[src/rtl/game_sequencer_if.sv]
// Game-flow bus between the VGA game top level and the sequencer.
// The sequencer is the slave: it takes the start button and player status
// and returns the phase, stage counters and the stage-reload pulse.
interface game_sequencer_if;
   logic       start_btn;
   logic [1:0] player_status;
   logic [2:0] game_status;
   logic [1:0] world;
   logic [2:0] level;
   logic [3:0] lives;
   logic       load_level;
   logic       hold_active;

   modport master (
      output start_btn,
      output player_status,
      input  game_status,
      input  world,
      input  level,
      input  lives,
      input  load_level,
      input  hold_active
   );

   modport slave (
      input  start_btn,
      input  player_status,
      output game_status,
      output world,
      output level,
      output lives,
      output load_level,
      output hold_active
   );
endinterface

[src/rtl/game_sequencer.sv]
// Game-flow controller: start, play, level/world advance, life lost,
// lose and win phases. Owns the world/level/lives counters and pulses
// load_level whenever a stage has to be (re)configured.
//
// state        | meaning
// -------------+-----------------------------------------------------
// ST_START     | waiting for a start press (code 0)
// ST_PLAYING   | stage running, reacting to player status (code 1)
// ST_LEVEL_INC | banner after a passed level (code 2)
// ST_WORLD_INC | banner after a completed world (code 3)
// ST_LIFE_LOST | banner after a death with lives left (code 4)
// ST_LOSE      | out of lives, waiting for a press (code 5)
// ST_WIN       | last level of last world passed (code 6)
module game_sequencer #(
   parameter int LEVELS_PER_WORLD = 4,
   parameter int NUM_WORLDS       = 3,
   parameter int START_LIVES      = 3,
   parameter int MAX_LIVES        = 9,
   parameter int HOLD_CYCLES      = 100000000
) (
   input  logic             clk,
   input  logic             rst,
   game_sequencer_if.slave  bus
);

   typedef enum logic [2:0] {
      ST_START     = 3'd0,
      ST_PLAYING   = 3'd1,
      ST_LEVEL_INC = 3'd2,
      ST_WORLD_INC = 3'd3,
      ST_LIFE_LOST = 3'd4,
      ST_LOSE      = 3'd5,
      ST_WIN       = 3'd6
   } state_t;

   localparam int              HOLD_W     = (HOLD_CYCLES > 1) ? $clog2(HOLD_CYCLES) : 1;
   localparam logic [HOLD_W-1:0] HOLD_LAST = HOLD_W'(HOLD_CYCLES - 1);
   localparam logic [2:0]      LAST_LEVEL = 3'(LEVELS_PER_WORLD - 1);
   localparam logic [1:0]      LAST_WORLD = 2'(NUM_WORLDS - 1);
   localparam logic [3:0]      LIVES_INIT = 4'(START_LIVES);
   localparam logic [3:0]      LIVES_MAX  = 4'(MAX_LIVES);

   logic              r_sync1;
   logic              r_sync2;
   logic              r_prev;
   logic              w_start_edge;

   state_t            r_state;
   logic [1:0]        r_world;
   logic [2:0]        r_level;
   logic [3:0]        r_lives;
   logic              r_load_level;
   logic              r_hold_active;
   logic              r_armed;
   logic [HOLD_W-1:0] r_hold_cnt;

   // Bring the raw button into clk_sys and keep its last value for edge detect
   always_ff @(posedge clk or negedge rst) begin
      if (!rst) begin
         r_sync1 <= 1'b0;
         r_sync2 <= 1'b0;
         r_prev  <= 1'b0;
      end else begin
         r_sync1 <= bus.start_btn;
         r_sync2 <= r_sync1;
         r_prev  <= r_sync2;
      end
   end

   assign w_start_edge = r_sync2 & ~r_prev;

   // Game-flow FSM with its counters and registered outputs
   always_ff @(posedge clk or negedge rst) begin
      if (!rst) begin
         r_state       <= ST_START;
         r_world       <= 2'd0;
         r_level       <= 3'd0;
         r_lives       <= LIVES_INIT;
         r_load_level  <= 1'b0;
         r_hold_active <= 1'b0;
         r_armed       <= 1'b0;
         r_hold_cnt    <= '0;
      end else begin
         r_load_level <= 1'b0;
         case (r_state)
            ST_START: begin
               if (w_start_edge) begin
                  r_state      <= ST_PLAYING;
                  r_load_level <= 1'b1;
                  r_armed      <= 1'b0;
               end
            end

            ST_PLAYING: begin
               // A stale pass/die code left over from the banner must first
               // drop back to 0 before it can trigger anything again.
               if (!r_armed) begin
                  if (bus.player_status == 2'd0) begin
                     r_armed <= 1'b1;
                  end
               end else if (bus.player_status == 2'd1) begin
                  r_hold_cnt <= '0;
                  if (r_level < LAST_LEVEL) begin
                     r_level       <= r_level + 3'd1;
                     r_state       <= ST_LEVEL_INC;
                     r_hold_active <= 1'b1;
                  end else if (r_world < LAST_WORLD) begin
                     r_world       <= r_world + 2'd1;
                     r_level       <= 3'd0;
                     if (r_lives < LIVES_MAX) begin
                        r_lives <= r_lives + 4'd1;
                     end
                     r_state       <= ST_WORLD_INC;
                     r_hold_active <= 1'b1;
                  end else begin
                     r_state <= ST_WIN;
                  end
               end else if (bus.player_status == 2'd2) begin
                  r_hold_cnt <= '0;
                  if (r_lives > 4'd1) begin
                     r_lives       <= r_lives - 4'd1;
                     r_state       <= ST_LIFE_LOST;
                     r_hold_active <= 1'b1;
                  end else begin
                     r_lives <= 4'd0;
                     r_state <= ST_LOSE;
                  end
               end
            end

            ST_LEVEL_INC, ST_WORLD_INC, ST_LIFE_LOST: begin
               if (r_hold_cnt == HOLD_LAST) begin
                  r_hold_cnt    <= '0;
                  r_state       <= ST_PLAYING;
                  r_load_level  <= 1'b1;
                  r_hold_active <= 1'b0;
                  r_armed       <= 1'b0;
               end else begin
                  r_hold_cnt <= r_hold_cnt + 1'b1;
               end
            end

            ST_LOSE, ST_WIN: begin
               // Back to the title screen only; a second press starts play
               if (w_start_edge) begin
                  r_state    <= ST_START;
                  r_world    <= 2'd0;
                  r_level    <= 3'd0;
                  r_lives    <= LIVES_INIT;
                  r_hold_cnt <= '0;
                  r_armed    <= 1'b0;
               end
            end

            default: begin
               r_state       <= ST_START;
               r_hold_cnt    <= '0;
               r_hold_active <= 1'b0;
               r_armed       <= 1'b0;
            end
         endcase
      end
   end

   assign bus.game_status = r_state;
   assign bus.world       = r_world;
   assign bus.level       = r_level;
   assign bus.lives       = r_lives;
   assign bus.load_level  = r_load_level;
   assign bus.hold_active = r_hold_active;

endmodule

[src/flat_wrapper.sv]
// flat-port wrapper written by rule: the top's interface ports become plain ports
module game_sequencer_flat 
#(
   parameter int LEVELS_PER_WORLD = 4,
   parameter int NUM_WORLDS       = 3,
   parameter int START_LIVES      = 3,
   parameter int MAX_LIVES        = 9,
   parameter int HOLD_CYCLES      = 100000000
)
  (clk, rst, bus_start_btn, bus_player_status, bus_game_status, bus_world, bus_level, bus_lives, bus_load_level, bus_hold_active);
  game_sequencer_if bus_i ();
  input  logic clk;
  input  logic rst;
  input wire logic [$bits(bus_i.start_btn)-1:0] bus_start_btn;
  input wire logic [$bits(bus_i.player_status)-1:0] bus_player_status;
  output wire logic [$bits(bus_i.game_status)-1:0] bus_game_status;
  output wire logic [$bits(bus_i.world)-1:0] bus_world;
  output wire logic [$bits(bus_i.level)-1:0] bus_level;
  output wire logic [$bits(bus_i.lives)-1:0] bus_lives;
  output wire logic [$bits(bus_i.load_level)-1:0] bus_load_level;
  output wire logic [$bits(bus_i.hold_active)-1:0] bus_hold_active;
  assign bus_i.start_btn = bus_start_btn;
  assign bus_i.player_status = bus_player_status;
  assign bus_game_status = bus_i.game_status;
  assign bus_world = bus_i.world;
  assign bus_level = bus_i.level;
  assign bus_lives = bus_i.lives;
  assign bus_load_level = bus_i.load_level;
  assign bus_hold_active = bus_i.hold_active;
  game_sequencer #(.LEVELS_PER_WORLD(LEVELS_PER_WORLD), .NUM_WORLDS(NUM_WORLDS), .START_LIVES(START_LIVES), .MAX_LIVES(MAX_LIVES), .HOLD_CYCLES(HOLD_CYCLES)) u_core (.clk(clk), .rst(rst), .bus(bus_i));
endmodule
[config.mk]
export PLATFORM = sky130hd
export DESIGN_NAME = game_sequencer_flat
export DESIGN_NICKNAME = d
export VERILOG_FILES = /design/src/rtl/game_sequencer_if.sv /design/src/rtl/game_sequencer.sv /design/src/flat_wrapper.sv
export SDC_FILE = /design/constraint.sdc
export NUM_CORES = 1
export LEC_CHECK = 0
export ABC_AREA = 1
export ABC_CLOCK_PERIOD_IN_PS = 5100
export BUFFER_PORTS_ARGS = -buffer_cell sky130_fd_sc_hd__buf_2
export CELL_PAD_IN_SITES_DETAIL_PLACEMENT = 1
export CELL_PAD_IN_SITES_GLOBAL_PLACEMENT = 1
export CORE_MARGIN = 4
export CORE_UTILIZATION = 49
export CTS_BUF_LIST = sky130_fd_sc_hd__clkbuf_2
export DETAILED_ROUTE_END_ITERATION = 8
export GPL_TIMING_DRIVEN = 0
export PLACE_DENSITY = 0.91
export REMOVE_ABC_BUFFERS = 1
export SLEW_MARGIN = 5
export SYNTH_ARGS = -nofsm -noshare
export SYNTH_HDL_FRONTEND = slang
export SYNTH_SLANG_ARGS = --single-unit
export TNS_END_PERCENT = 5
[constraint.sdc]
create_clock -name clk -period 5.1 [get_ports clk]
set_clock_uncertainty 0.1 [all_clocks]
set_input_delay 0.255 -clock clk [delete_from_list [all_inputs] [get_ports clk]]
set_output_delay 0.255 -clock clk [all_outputs]
set_load 0.1 [all_outputs]
==> impl_metrics.yaml <==
run_status:
  outcome: "complete, no violations"
sta:
  slew_headroom: 0.295
  slew_violations: 0
  post-route-period-util: 0.426
  rsz0062_at_grt: "false"
  setup_ws_ps: 2930
  finalHoldViolations: 0
  tightest_slew_ps: 1060
  fmax_mhz: 460
  fin_tns_setup_ps: 0
  setup_violations: 0
  min_period_ps: 2170
cells_and_area:
  multiInputGateArea_mm2: 0.00169
  layout_commonest_cell: "nand2_1"
  syn_to_final_growth_pct: 7.20
  insertedDiodeCount: 0
  fin_area_mm2: 0.00322
  fin_nets: 473
  layout_common_cells: "nand2_1 (161), nor2_1 (62), dfrtp_1 (43)"
  ff_latch_area_mm2: 0.00113
  fill_cells: 819
  drive_gt1_frac: 0.125
route:
  viasPerCell: 5.47
  drt_iter0_markers: 154
  drtPass1Iterations: 4
  post_drt_wl_per_cell_um: 15.5
  drc: 0
  route.antenna.remaining_nets: 0
  via_count: 2949
  wl_um: 8350
worst_setup_path:
  crit_slowest_cell: "dfrtp_1"
  path_common_cell: "nand2_1"
  cp-end-kind: "register"
  rr_worst_depth: 10
  critPathArrivalTime_ps: 2430
  reg2reg_slack_ps: 2930
  critPathTopFamily: "simple AND/OR/NAND/NOR gates"
  path_class: "reg -> reg"
  rr_startpoint: "u_core.r_hold_cnt[0]"
  critPathBufInv: 1
  crit_path_start: "u_core.r_hold_cnt[0]"
  cp.depth: 10
  slowest_delay_ps: 530
  crit_chain: "ha_1, nand3_2, inv_2, nand2_2, nor2_4, nand2_4, nand2_4, nand2_1, nand2_1, nand2_1"
  start_kind: "register"
  crit_fanout: 18
  required_ps: 5350
die:
  dieArea_mm2: 0.00746
  die_w_um: 86.4
  die_height_um: 86.4
  start_util: 0.505
  boundaryPins: 19
  core_area_mm2: 0.00596
  fp-row-count: 28
clock_network:
  cts.repair.resized: 0
  cts-root-buf: "clkbuf_2"
  cts_max_level: 2
  cts_sinks: 45
  cts_tree: "done"
  path_clk_slew_ps: 240
  clk_latency_ps: 450
  cts_buffer_depth: 2
  cts_buffers: 5
hold_path:
  holdCritStartpoint: "bus_player_status[1]"
  min_path_cells: 4
  hold_class: "in -> reg"
power:
  p_per_area_mw_per_mm2: 551
  p_leak_nw: 1.54
  ir_drop_uv: 423
logic_synthesis:
  synth-simple-area-share: 0.450
  synth_cells: 442
  synth_fa_ha_area_frac: 0.0208
  ys_seq_area_frac: 0.375
  synth.cell_area_mm2: 0.00301
  synth_compound_area_frac: 0.0657
  synth_cell_types: 33
  synth-seq-cells: 45
  synth_warnings: 0
  synth_mux_area_frac: 0
  synthXorXnorAreaFrac: 0.0262
  avgSynthCellArea_um2: 6.81
  synth_top_family_by_area: "simple AND/OR/NAND/NOR gates"
grt:
  grt_pass1_vias: 2948
  grt_pass1_wl_um: 14300
  overflow: 0
  grt_usage: 0.241
  antenna_found_initial: 0
  grt_max_degree: 46
flow_run:
  maxCapViolCount: 0
place:
  dp_hpwl_um: 6100
  placed_cell_area_mm2: 0.00314
  portBuffers: 18
  gp_congestion: 0.907
  post-place-ws_ps: 2950
-- final timing paths --
kind / end
setup reg to reg: u_core.r_armed
setup / recovery: u_core.r_armed
hold reg to reg: u_core.r_sync2
max in group asynchronous: u_core.r_hold_cnt[8]
min in group asynchronous: u_core.bus.level[0]
hold / removal: u_core.r_armed
-- metal layers --
| layer | part of all wire | track usage |
|---|---|---|
| met5 | 0 | 0 |
| met4 | 0.014 | 0.0779 |
| met3 | 0.036 | 0.0323 |
| met2 | 0.47 | 0.394 |
| met1 | 0.48 | 0.329 |
-- registers in the layout (all words and copies together), names as in the netlist, 2 cells and up --
name                    cells
u_core.r_hold_cnt          27
u_core.bus.game_status      3
u_core.bus.world            2
u_core.bus.lives            4
u_core.bus.level            3
-- synth_stat cells --
library cell | instances | area (um2)
o21ai_0 | 15 | 75.1
o21bai_1 | 2 | 15.0
ha_1 | 5 | 62.6
a21oi_1 | 7 | 35.0
nor2_4 | 4 | 45.0
nand4_1 | 12 | 75.1
xnor2_1 | 4 | 35.0
o22ai_1 | 1 | 6.26
nor2_2 | 7 | 43.8
inv_2 | 3 | 11.3
inv_1 | 32 | 120
xor2_1 | 5 | 43.8
nand2_1 | 161 | 604
o21ai_1 | 7 | 35.0
nand3_2 | 1 | 10.0
dfrtp_1 | 43 | 1080
or2_0 | 1 | 6.26
nand4_4 | 1 | 21.3
a21o_1 | 2 | 15.0
nor2_1 | 62 | 233
o21ai_2 | 1 | 8.76
buf_6 | 3 | 33.8
buf_2 | 2 | 10.0
nand3b_1 | 1 | 7.51
dfstp_2 | 2 | 52.6
nand2_2 | 6 | 37.5
nand3_1 | 40 | 200
or2_2 | 4 | 25.0
o31ai_1 | 1 | 7.51
clkinv_2 | 1 | 5.00
nand2_4 | 3 | 33.8
buf_4 | 1 | 7.51
nor3_1 | 2 | 10.0
-- report_power, final --
group | leakage (nW) | internal [mW] | switching, mW | total (mW)
Clock | 0.0406 | 0.0835 | 0.126 | 0.209
Sequential | 0.600 | 0.425 | 0.0807 | 0.505
Combinational | 0.900 | 0.230 | 0.833 | 1.06
Total | 1.54 | 0.738 | 1.04 | 1.78
-- worst reg2reg max path, stage by stage (launching register included) --
cell and delay (ps):
dfrtp_1 530, ha_1 390, nand3_2 160, inv_2 130, nand2_2 100, nor2_4 140, nand2_4 170, nand2_4 170
nand2_1 70, nand2_1 60, nand2_1 50
-- cells by family (layout without fill, tap and decap cells) --
group / Yosys count / count (layout)
DFF: 45 / 45
adders and majority gates: 5 / 5
AOI/OAI and AO/OA: 36 / 36
buffers and inverters: 42 / 64
xor gates and xnor gates: 9 / 9
and+or+nand+nor: 305 / 305
-- metrics by stage --
stage	utilization	power, mW	hold WS, ps	std cells
after floorplan	-	1.33	-141	436
after CTS	0.541	1.79	31.7	539
final	0.541	1.78	53.3	539
after global placement	0.527	1.53	232	529
after global routing	0.541	1.91	91.2	539
after detailed placement	0.527	1.57	242	529
-- what timing repair did --
action	in CTS	in global routing
buffers inserted	0	0
hold endpoints to repair	44	0
hold buffers	2	0
-- layout make-up --
cell class                      instances  share of cell area
Clock buffer                            6             0.00931
Inverter                               36              0.0423
Clock inverter                          2              0.0105
Sequential cell                        45               0.350
Tap cell                               75              0.0291
Timing Repair Buffer                   20              0.0341
Multi-Input combinational cell        355               0.525
Note: power is estimated with default switching activity, not from simulation.
